===== config.mk =====
export PLATFORM = sky130hd
export DESIGN_NAME = seq_divider
export DESIGN_NICKNAME = d
export VERILOG_FILES = /design/src/rtl/seq_divider.sv
export SDC_FILE = /design/constraint.sdc
export NUM_CORES = 1
export LEC_CHECK = 0
export CAP_MARGIN = 10
export CORE_UTILIZATION = 35
export CTS_CLUSTER_SIZE = 28
export DETAILED_ROUTE_END_ITERATION = 10
export PLACE_DENSITY = 0.59
export REMOVE_ABC_BUFFERS = 1
export SETUP_SLACK_MARGIN = 0.2
export SLEW_MARGIN = 0
export SYNTH_ARGS = -nofsm -noshare
export SYNTH_HDL_FRONTEND = slang
export SYNTH_SLANG_ARGS = --single-unit

===== constraint.sdc =====
create_clock -name clk_i -period 1.85 [get_ports clk_i]
set_input_delay 0.2775 -clock clk_i [delete_from_list [all_inputs] [get_ports clk_i]]
set_output_delay 0.2775 -clock clk_i [all_outputs]
set_load 0.02 [all_outputs]

===== src/rtl/seq_divider.sv =====
// seq_divider: multi-cycle unsigned restoring divider, one quotient bit per clock,
// with start/busy/done handshake and divide-by-zero reporting.
module seq_divider #(
    parameter int DATA_WIDTH = 8
) (
    input  logic                  clk_i,
    input  logic                  reset_i,
    input  logic                  clear_i,
    input  logic                  start_i,
    input  logic [DATA_WIDTH-1:0] dividend_i,
    input  logic [DATA_WIDTH-1:0] divisor_i,
    output logic [DATA_WIDTH-1:0] quotient_o,
    output logic [DATA_WIDTH-1:0] remainder_o,
    output logic                  busy_o,
    output logic                  done_o,
    output logic                  div_by_zero_o
);
    localparam int W  = DATA_WIDTH;
    localparam int CW = $clog2(W);
    localparam logic [CW-1:0] LAST = CW'(W - 1);

    typedef enum logic [1:0] {IDLE, RUN, DONE} state_t;

    state_t        state_q, state_d;
    logic [W:0]    rem_q, rem_d;
    logic [W-1:0]  dvd_q, dvd_d;
    logic [W-1:0]  dsr_q, dsr_d;
    logic [CW-1:0] cnt_q, cnt_d;
    logic [W-1:0]  quo_q, quo_d;
    logic [W-1:0]  res_q, res_d;
    logic          dbz_q, dbz_d;
    logic [W:0]    shifted, trial;
    logic          ge;

    // Dividend bits shift out of dvd_q's MSB while quotient bits shift in at its LSB.
    assign shifted = {rem_q[W-1:0], dvd_q[W-1]};
    assign ge      = shifted >= {1'b0, dsr_q};
    assign trial   = ge ? shifted - {1'b0, dsr_q} : shifted;

    always_comb begin
        state_d = state_q;
        rem_d   = rem_q;
        dvd_d   = dvd_q;
        dsr_d   = dsr_q;
        cnt_d   = cnt_q;
        quo_d   = quo_q;
        res_d   = res_q;
        dbz_d   = dbz_q;
        if (clear_i) begin
            state_d = IDLE;
            quo_d   = '0;
            res_d   = '0;
            dbz_d   = 1'b0;
        end else if (state_q != RUN && start_i) begin
            if (divisor_i == '0) begin
                state_d = DONE;
                quo_d   = '1;
                res_d   = dividend_i;
                dbz_d   = 1'b1;
            end else begin
                state_d = RUN;
                dvd_d   = dividend_i;
                dsr_d   = divisor_i;
                rem_d   = '0;
                cnt_d   = '0;
            end
        end else if (state_q == RUN) begin
            rem_d = trial;
            dvd_d = {dvd_q[W-2:0], ge};
            cnt_d = cnt_q + 1'b1;
            if (cnt_q == LAST) begin
                state_d = DONE;
                quo_d   = {dvd_q[W-2:0], ge};
                res_d   = trial[W-1:0];
                dbz_d   = 1'b0;
            end
        end else if (state_q == DONE) begin
            state_d = IDLE;
        end
    end

    always_ff @(posedge clk_i or posedge reset_i) begin
        if (reset_i) begin
            state_q <= IDLE;
            rem_q   <= '0;
            dvd_q   <= '0;
            dsr_q   <= '0;
            cnt_q   <= '0;
            quo_q   <= '0;
            res_q   <= '0;
            dbz_q   <= 1'b0;
        end else begin
            state_q <= state_d;
            rem_q   <= rem_d;
            dvd_q   <= dvd_d;
            dsr_q   <= dsr_d;
            cnt_q   <= cnt_d;
            quo_q   <= quo_d;
            res_q   <= res_d;
            dbz_q   <= dbz_d;
        end
    end

    assign quotient_o    = quo_q;
    assign remainder_o   = res_q;
    assign div_by_zero_o = dbz_q;
    assign busy_o        = state_q == RUN;
    assign done_o        = state_q == DONE;
endmodule

==> impl_results.md, run 1 <==
- Outcome: finished with violations
- Failing checks: setup timing
- Dpl ws: -318.3 ps
- Syn Area/Cell: 9.492 µm²
- R2R Path Start: rem_q[3]$_DFFE_PP0P_
- Max Slew Vio Count: 0
- Logic pwr share: 61.9%
- CTS root buf: clkbuf_8
- Worst reg2reg path depth: 8
- Async SR Flop Fraction: 100.0%
- RD Place Congestion: 0.8220
- Worst hold start: divisor_i[2]
- Crit Reg-Reg Endpoint: rem_q[2]$_DFFE_PP0P_
- Switching Share: 37.99%
- Clk pwr share: 13.6%
- Cell Count, Final, Fillers Out: 442
- Sw Pwr: 2.129 mW
- Synth cell types: 44
- DRC Markers: 0
- Port bufs: 38
- Final hold vios: 0
- Required @ worst endpoint: 2070 ps
- Drt wl/cell: 15.52 µm
- Post-route ant nets: 0
- Flop-to-flop setup slack: -220 ps
- CP Class: flip-flop to flip-flop
- P_leak: 1.761 nW
- Core Footprint: 0.006756 mm²
- H-tree depth: 2
- Area Overhead vs Synth: 60.66%
- Worst slew pin tran: 483.4 ps
- Die width: 85.32 µm
- Crit path from: rem_q[3]$_DFFE_PP0P_
- First-pass DRT Iterations: 4
- DPL Wire Length: 4590 µm
- Die height: 85.32 µm
- Post-synth EDFFs: 0
- Commonest non-fill, non-tap cell in the layout: buf_4
- Nets@finish: 392
- Placed cells: 416
- Max Cap Viol: 0
- Largest net degree at the start of global routing: 47
- Critical path capture point type: flip-flop
- Yosys reg bits: 46
- Post-synth top flop: dfrtp_1
- Detailed-route via count: 2,271
- Maximum clock frequency: 483.2 MHz
- CP startpoint kind: flip-flop
- Peak VDD IR: 0.0008238 V
- Initial antenna violation count: 0
- Std cell rows: 30
- Max stage delay on crit path: 430 ps
- Critical path destination: rem_q[2]$_DFFE_PP0P_
- Clk_lat worst skew: 300 ps
- CTS Buffer Depth: 2
- Slowest CP cell: dfrtp_1
- Tightest Hold Check Type: input pin to flip-flop
- Synthesis Warnings: 0
- Part of the power in registers: 24.5%
- Pwr dens: 1436 mW/mm²
- Initial Util: 35.96%
- Die footprint: 0.007280 mm²
- Total Routing Usage GR: 18.90%
- CTS buffer count: 5
- Iter 0 DRT Violations: 79
- Fin worst setup slack: -219.5 ps
- Clk slew on worst S/H paths: 90 ps
- Fin crit share: 111.9%
- Drt via density: 5.138
- Post-synthesis sequential area ratio: 47.37%
- Worst Path Arrival: 2290 ps
- Final min period: 2069 ps
- Clock sinks: 46
- Unrepaired setup endpoints after global routing: yes
- Relative slew slack: 67.77%
- Post-CTS Hold Buffers: 0
- Vias in the first global route: 2,176
- Final setup vio count: 18
- First-pass GRT wire length: 10,790 µm
- Layout cells sized above 1: 35.36%
- CTS tree: yes
- Crit path cell chain: ha_4 -> a21o_1 -> a31o_1 -> o21ai_4 -> nand2_4 -> buf_12 -> mux2i_4 -> o21ai_2
- Netlist Area Pre-Place: 0.002430 mm²
- Total gr overflow: 0
- Internal Power: 3.475 mW
- CP max FO: 7
- Io pins: 39
- N_diodes: 0
- Commonest non-fill, non-tap cells in the layout: 56 x buf_4, 45 x nand2_1, 45 x dfrtp_1
- Total wire length: 6858 µm
- Clk_skew: 13.15 ps
- Cell count after synthesis: 256
-- stage by stage --
| stage | power, mW | util, % | hold slack (ps) | instance area, µm² | TNS, ps |
|---|---|---|---|---|---|
| 5_1_grt | 5.929 | 57.78 | 313.5 | 3904 | -3983 |
| 3_5_place_dp | 3.551 | 49.17 | 466.0 | 3322 | -8097 |
| 6_report | 5.604 | 57.78 | 281.6 | 3904 | -2466 |
| 4_1_cts | 4.960 | 53.72 | 329.7 | 3630 | -1685 |
| 2_1_floorplan | 2.646 | - | 350.2 | 2389 | -609.0 |
| 3_3_place_gp | 3.528 | 49.17 | 459.7 | 3322 | -7068 |
-- flip-flops by register name, indices dropped and copies added (netlist names) --
signal,count
rem_q,8
div_by_zero_o,1
remainder_o,8
cnt_q,3
quotient_o,8
state_q,2
dvd_q,8
dsr_q,8
-- area by class of cell --
class | instances | area, µm²
fillers | 556 | 2853
multi-input cells | 188 | 1441
flip-flops and latches | 46 | 1152
repair buffers | 108 | 1051
well taps | 80 | 100.1
clock buffers | 5 | 68.82
clock inverters | 3 | 45.04
inverters | 12 | 45.04
-- per-layer routing --
layer,wire length (µm),track usage [%],up-vias,share of wire [%]
li1,-,-,1115,-
met1,3171,25.83,1109,46
met2,3414,31.67,43,50
met3,231,3.696,4,3.4
met4,40,3.182,0,0.58
met5,0,0,-,0
-- power groups by stage --
stage,sequential (mW),combinational (mW),clock [mW]
floorplan,1.38,1.27,0
finish,1.37,3.47,0.765
CTS,1.36,2.82,0.781
global placement,1.36,2.17,0
detailed placement,1.36,2.19,0
global route,1.39,3.71,0.822
-- cells by family after synthesis --
group / synth area share, %
AOI/OAI and AO/OA: 22.04
xor gates and xnor gates: 1.803
adders and majority gates: 5.973
buffers and inverters: 3.553
DFF: 47.37
muxes: 3.553
and+or+nand+nor: 15.71
-- cells in the mapped netlist (2+ instances only) --
master,number,area [µm²]
dfrtp_1,46,1151
inv_1,12,45.04
nand2_1,45,168.9
o21ai_0,24,120.1
a21oi_1,8,40.04
a22oi_1,6,45.04
nand2b_1,3,18.77
a21o_1,3,22.52
clkbuf_1,7,26.28
o31ai_1,9,67.56
xnor2_1,2,17.52
nor4_2,2,25.02
mux2i_1,6,60.06
nor2_1,24,90.09
a22o_1,2,17.52
ha_1,10,125.1
xor2_1,3,26.28
a31oi_1,10,62.56
o21ai_1,5,25.02
buf_2,3,15.01
a211oi_1,3,22.52
-- what timing repair did --
item / in CTS / in global routing
resized for setup: 44 / 32
pin swaps: 12 / 13
cloned: 0 / 2
buffers inserted: 5 / 11
setup endpoints to repair: 45 / 45
-- critical path, delay by kind of cell, from the launching register on --
| family | cells | cell delay [ps] |
|---|---|---|
| AO/OA/AOI/OAI | 4 | 780 |
| adder cells (fa/ha/maj) | 1 | 260 |
| multiplexers | 1 | 190 |
| AND/OR/NAND/NOR | 1 | 180 |
| flip-flops | 1 | 430 |
| buffers and inverters | 1 | 170 |
-- worst min path at each step --
| stage | endpoint | slack [ps] | depth (start not counted) |
|---|---|---|---|
| after floorplan | state_q[1]$_DFFE_PP0P_ | 350 | 1 |
| after global placement | quotient_o[4]$_DFFE_PP0P_ | 460 | 2 |
| after detailed placement | quotient_o[7]$_DFFE_PP0P_ | 470 | 2 |
| after CTS | dvd_q[2]$_DFFE_PP0P_ | 330 | 3 |
| after global routing | dsr_q[2]$_DFFE_PP0P_ | 310 | 3 |
| final | dsr_q[2]$_DFFE_PP0P_ | 280 | 3 |
(Power assumes the default switching activity.)
==> run 2, diff against run 1 <==
Settings changed: CTS_CLUSTER_DIAMETER from default to 150, CTS_CLUSTER_SIZE 28 to default.
Clock period 1.85 ns to 1.9 ns, I/O delays scaled along.
==> run 2 against run 1 <==
Effect of this change:
- die area unchanged
- the run still ends with setup timing left
- clock-buffer cell count unchanged
- largest power group unchanged
- worst hold slack improved by 20 ps
- largest cell class unchanged
- clock power decreased by 23%
- fmax increased by 4.9%
==> impl_results.md, run 2 (synthesized netlist as in run 1, its figures left out) <==
- DPL Wire Length: 4725 µm (was 4590 µm)
- R2R Path Start: rem_q[3]$_DFFE_PP0P_ (unchanged)
- N_diodes: 0 (unchanged)
- Final hold vios: 0 (unchanged)
- Commonest non-fill, non-tap cell in the layout: buf_4 (unchanged)
- Outcome: finished with violations (unchanged)
- First-pass GRT wire length: 11,030 µm (was 10,790 µm)
- First-pass DRT Iterations: 4 (unchanged)
- Port bufs: 38 (unchanged)
- Hold Slack: 301.9 ps (was 281.6 ps)
- Commonest non-fill, non-tap cells in the layout: 54 x buf_4, 45 x nand2_1, 45 x dfrtp_1 (was 56 x buf_4, 45 x nand2_1, 45 x dfrtp_1)
- RD Place Congestion: 0.8507 (was 0.8220)
- Die height: 85.32 µm (unchanged)
- Peak VDD IR: 0.0008331 V (was 0.0008238 V)
- Worst Path Arrival: 2200 ps (was 2290 ps)
- Clk_lat worst skew: 300 ps (about the same)
- Max Cap Viol: 0 (unchanged)
- CP startpoint kind: flip-flop (unchanged)
- Fin worst setup slack: -72.61 ps (was -219.5 ps)
- Vias in the first global route: 2,253 (was 2,176)
- Flop-to-flop setup slack: -70 ps (was -220 ps)
- Core Footprint: 0.006756 mm² (unchanged)
- DRC Markers: 0 (unchanged)
- Die width: 85.32 µm (unchanged)
- Clk_skew: 7.501 ps (was 13.15 ps)
- Die footprint: 0.007280 mm² (unchanged)
- Fillers: 581 (was 556)
- Nets@finish: 387 (was 392)
- Failing checks: setup timing (unchanged)
- WHS Endpoint: dsr_q[1]$_DFFE_PP0P_ (was dsr_q[2]$_DFFE_PP0P_)
- CTS Buffer Depth: 2 (unchanged)
- Layout cells sized above 1: 35.39% (was 35.36%)
- Drt wl/cell: 15.40 µm (was 15.52 µm)
- Drt via density: 5.122 (was 5.138)
- Detailed-route via count: 2,233 (was 2,271)
- Iter 0 DRT Violations: 79 (unchanged)
- Total Routing Usage GR: 19.55% (was 18.90%)
- Relative slew slack: 69.82% (was 67.77%)
- Critical path capture point type: flip-flop (unchanged)
- Post-CTS Hold Buffers: 0 (unchanged)
- Placed cells: 413 (was 416)
- Worst hold start: divisor_i[1] (was divisor_i[2])
- Area Overhead vs Synth: 57.11% (was 60.66%)
- CP Class: flip-flop to flip-flop (unchanged)
- Final setup vio count: 12 (was 18)
- Unrepaired setup endpoints after global routing: yes (unchanged)
- Max Slew Vio Count: 0 (unchanged)
- Required @ worst endpoint: 2130 ps (was 2070 ps)
- Fin crit share: 103.8% (was 111.9%)
- CP max FO: 7 (unchanged)
- CTS tree: yes (unchanged)
- CTS buffer count: 5 (unchanged)
- Total gr overflow: 0 (unchanged)
- Clock sinks: 46 (unchanged)
- Post-route ant nets: 0 (unchanged)
- H-tree depth: 2 (unchanged)
- Worst reg2reg path depth: 7 (was 8)
- Largest net degree at the start of global routing: 47 (unchanged)
- Tightest Hold Check Type: input pin to flip-flop (unchanged)
- Dpl ws: -263.7 ps (was -318.3 ps)
- Worst slew pin tran: 452.7 ps (was 483.4 ps)
- Final min period: 1973 ps (was 2069 ps)
- Pwr dens: 1358 mW/mm² (was 1436 mW/mm²)
- Std cell rows: 30 (unchanged)
- Io pins: 39 (unchanged)
- Initial antenna violation count: 0 (unchanged)
- Initial Util: 35.96% (unchanged)
- P_leak: 1.738 nW (was 1.761 nW)
- CTS root buf: clkbuf_8 (unchanged)
- Cell Count, Final, Fillers Out: 436 (was 442)
- Clk slew on worst S/H paths: 90 ps (about the same)
- Worst hold stages: 3 (unchanged)
- Total wire length: 6713 µm (was 6858 µm)
- Maximum clock frequency: 506.9 MHz (was 483.2 MHz)
- Crit Reg-Reg Endpoint: remainder_o[0]$_DFFE_PP0P_ (was rem_q[2]$_DFFE_PP0P_)
==> run 2: critical path, cell delays in order (launching register included) <==
cell	delay, ps
dfrtp_1	430
ha_4	230
a21o_1	160
a31o_1	210
o21ai_4	200
nand2_4	150
mux2_4	350
a31oi_1	160
==> run 2: what timing repair did <==
action / in CTS / in global routing
endpoints found under the setup margin: 20 / 45
resized for setup: 46 / 32
pin swaps: 22 / 16
cloned: 0 / 1
buffers inserted: 10 / 5
==> run 2: worst max-delay path by stage <==
| stage | slack (ps) | end | from | cells past startpoint |
|---|---|---|---|---|
| 3_3_place_gp | -240 | remainder_o[7]$_DFFE_PP0P_ | rem_q[0]$_DFFE_PP0P_ | 7 |
| 5_1_grt | -170 | remainder_o[6]$_DFFE_PP0P_ | dvd_q[7]$_DFFE_PP0P_ | 10 |
| 3_5_place_dp | -260 | rem_q[6]$_DFFE_PP0P_ | dvd_q[7]$_DFFE_PP0P_ | 10 |
| 2_1_floorplan | -100 | remainder_o[0]$_DFFE_PP0P_ | rem_q[5]$_DFFE_PP0P_ | 6 |
| 6_report | -70 | remainder_o[0]$_DFFE_PP0P_ | rem_q[3]$_DFFE_PP0P_ | 7 |
| 4_1_cts | -70 | rem_q[6]$_DFFE_PP0P_ | dvd_q[7]$_DFFE_PP0P_ | 10 |
==> run 2: through the flow <==
step | cell area, µm² | power, mW | utilization [%] | TNS, ps
finish | 3817 | 5.185 | 56.50 | -410.1
global route | 3817 | 5.506 | 56.50 | -1578
CTS | 3626 | 4.686 | 53.67 | -333.2
detailed placement | 3299 | 3.444 | 48.83 | -3692
global placement | 3299 | 3.417 | 48.83 | -3671
floorplan | 2389 | 2.577 | - | -296.5
==> run 2: area by class of cell <==
cell class | instances | area (µm²) | area share [%]
inverter | 12 | 45.04 | 1.180
sequential | 46 | 1152 | 30.19
tap | 80 | 100.1 | 2.622
multi-input combinational | 188 | 1454 | 38.09
timing repair buffer | 103 | 987.2 | 25.86
clock inverter | 2 | 10.01 | 0.2622
clock buffer | 5 | 68.82 | 1.803
==> run 2: power by group <==
group	internal (mW)	total (mW)	switching [mW]	leakage (nW)
clock	0.248	0.587	0.339	0.0438
sequential	1.17	1.33	0.161	0.587
combinational	1.77	3.27	1.50	1.11
total	3.19	5.19	2.00	1.74
==> run 2: routing by layer <==
layer	wire length [µm]	global-route usage [%]	up-vias
met5	0	0	-
met4	129	6.818	0
met3	293	3.696	11
met2	3217	31.60	52
met1	3072	26.37	1061
li1	-	-	1109
==> RTL edit, RTL diff (settings of run 1) <==
Add an input register stage for `clear_i`, `start_i`, `dividend_i` and `divisor_i`, without a reset; this delays them by one clock.
--- a/src/rtl/seq_divider.sv
+++ b/src/rtl/seq_divider.sv
@@ -21,4 +21,16 @@
 
     typedef enum logic [1:0] {IDLE, RUN, DONE} state_t;
+
+    logic clear_q;
+    logic start_q;
+    logic [DATA_WIDTH-1:0] dividend_q;
+    logic [DATA_WIDTH-1:0] divisor_q;
+
+    always_ff @(posedge clk_i) begin
+        clear_q    <= clear_i;
+        start_q    <= start_i;
+        dividend_q <= dividend_i;
+        divisor_q  <= divisor_i;
+    end
 
     state_t        state_q, state_d;
@@ -47,19 +59,19 @@
         res_d   = res_q;
         dbz_d   = dbz_q;
-        if (clear_i) begin
+        if (clear_q) begin
             state_d = IDLE;
             quo_d   = '0;
             res_d   = '0;
             dbz_d   = 1'b0;
-        end else if (state_q != RUN && start_i) begin
-            if (divisor_i == '0) begin
+        end else if (state_q != RUN && start_q) begin
+            if (divisor_q == '0) begin
                 state_d = DONE;
                 quo_d   = '1;
-                res_d   = dividend_i;
+                res_d   = dividend_q;
                 dbz_d   = 1'b1;
             end else begin
                 state_d = RUN;
-                dvd_d   = dividend_i;
-                dsr_d   = divisor_i;
+                dvd_d   = dividend_q;
+                dsr_d   = divisor_q;
                 rem_d   = '0;
                 cnt_d   = '0;
Behaviour: not the same (Yosys sat finds a counterexample within 4 cycles, from zero or initial values and one cycle with reset_i high).
==> RTL edit against run 1 <==
  * The flow still finishes with violations (setup timing)
  * Routed wire length increased by 12%
  * Global-route usage decreased by 0.37 points
  * Critical endpoint is now rem_q[4]$_DFFE_PP0P_
  * Non-clock buffer count decreased by 12
  * Sequential cell count increased by 18
  * Design area increased by 14%
  * Area after synthesis increased by 17%
  * Setup slack got worse by 0.045 ns
  * Critical path depth increased by 2
  * Total power increased by 8.8%
  * Critical path type unchanged
==> RTL edit: results (changes against run 1) <==
CTS Buf Count=9 (+4); initial antenna violation count=0 (unchanged); Synth area leaders=dfrtp_1, dfxtp_1, nand2_1, ha_1, nor2_1; WL final=7680 µm (+12%); slew margin rel.=73.6% (+5.8 points); sequential area share after synthesis=53.0% (+5.7 points); crit-path leading delay family=buffers and inverters; status=complete, but fails checks; layout cells sized above 1=35.0% (-0.35 points); Layout Nets=425 (+8.4%); clk_lat worst skew=0.35 ns (+0.05 ns); HP Class=input port to asynchronous set/reset pin; pre-CTS setup slack=-0.266 ns (+0.0523 ns); CP arrival=2.34 ns (+0.05 ns); violated checks=setup timing; placer's final routability congestion estimate=0.814 (-1.0%); most frequent cells after synthesis=nand2_1, dfrtp_1, nor2_1; Setup violations, final=17 (-1); Critical-path top delay cell=fa_2; clock slew at reported path FFs=0.08 ns; ANT cells=0 (unchanged); global-route wire length before repair=12,000 µm (+11%); Peak VDD IR=631 µV (-23%); Critical Path Max Stage Delay=0.40 ns (-0.03 ns); Synth Warn #=0 (unchanged); CTS max path bufs=2 (unchanged); Final WS setup=-0.265 ns (-0.0452 ns); hpwl dp=5010 µm (+9.2%); largest net degree at the start of global routing=47 (unchanged); Layout Skew=0.00963 ns (-0.00352 ns); synth unique cells=44 (unchanged); placed instance area=3660 µm² (+10%); Total GRT Usage=18.5% (-0.37 points); Worst Setup SP=rem_q[0]$_DFFE_PP0P_; # port buffers=38 (unchanged); Initial DRT Pass Iterations=4 (unchanged); Starting DRT DRC Count=146 (+85%); Lkg Pwr=0.00199 µW (+13%); Post-synth top flop=dfrtp_1; vias in the first global route=2,469 (+13%); CP max FO=2 (-5); Async S/R FF share, synth=71.9% (-28 points); CTS H-Tree Depth=3 (+1); CTS root buf=clkbuf_8; vias per inst=5.07 (-1.4%)
==> RTL edit: cell types whose count changed after synthesis, moves of 3 or more <==
cell and delta:
a31oi_1 -3, a22oi_1 -6, buf_2 +4, dfxtp_1 +18
nor2b_1 +3, nor2_1 +10, a21oi_1 +10, o22ai_1 +3
o21ai_1 -4, nand2_1 +5
==> RTL edit: layout make-up <==
class,instances,area (µm²)
repair buffers,96,922
inverters,14,52.6
well taps,102,128
flip-flops and latches,64,1510
clock buffers,10,138
fillers,667,3350
multi-input cells,207,1640
clock inverters,6,66.3
==> RTL edit: layer usage <==
layer,share of wire (%),up-vias,track usage [%]
met5,0,-,0
met4,1.4,0,8.07
met3,4.4,7,3.73
met2,49,55,29.7
met1,45,1255,24.2
li1,-,1212,-
==> RTL edit: cells by family (layout without fill, tap and decap cells) <==
group	count (synthesis)	after routing	share of synthesized area, %
muxes	7	7	2.50
DFF	64	64	53.0
xor gates and xnor gates	5	5	1.54
AOI/OAI and AO/OA	78	78	17.2
and+or+nand+nor	104	104	15.5
adders and majority gates	13	13	5.97
buffers and inverters	28	126	4.26
==> RTL edit: worst register-to-register path, delay by kind of cell, from the launching register on <==
| family | cells | cell delay [ns] |
|---|---|---|
| multiplexers | 1 | 0.17 |
| AO/OA/AOI/OAI | 3 | 0.44 |
| flip-flops | 1 | 0.39 |
| XOR/XNOR | 1 | 0.10 |
| buffers and inverters | 4 | 0.50 |
| adder cells (fa/ha/maj) | 1 | 0.40 |
==> RTL edit: worst paths after layout <==
| check | to | slack (ns) | depth (start not counted) |
|---|---|---|---|
| setup / recovery | rem_q[4]$_DFFE_PP0P_ | -0.26 | 10 |
| hold reg to reg | dsr_q[0]$_DFFE_PP0P_ | 0.44 | 2 |
| max in group asynchronous | dsr_q[4]$_DFFE_PP0P_ | 1.35 | 3 |
| min in group clk_i | start_q$_DFF_P_ | 0.36 | 1 |
| hold / removal | quotient_o[5]$_DFFE_PP0P_ | 0.28 | 3 |
| setup reg to reg | rem_q[4]$_DFFE_PP0P_ | -0.26 | 10 |
==> RTL edit: stage by stage <==
stage                     instances  setup TNS [ns]
after CTS                       490           -2.13
after global placement          470           -3.12
after detailed placement        470           -4.22
final                           499           -3.40
after global routing            499           -4.69
after floorplan                 285           -9.99
==> RTL edit: timing repair <==
action | CTS | global route
endpoints found under the setup margin | 47 | 47
pin swaps | 22 | 27
cloned | 0 | 1
gates resized for setup | 54 | 65
setup buffers | 4 | 8
==> RTL edit: power breakdown <==
part           internal, µW  switching (µW)  leakage [µW]  total (µW)
registers              1640             184      0.000733        1820
logic                  1590            1440       0.00116        3030
clock network           660             581     0.0000949        1240
total                  3890            2210       0.00199        6100
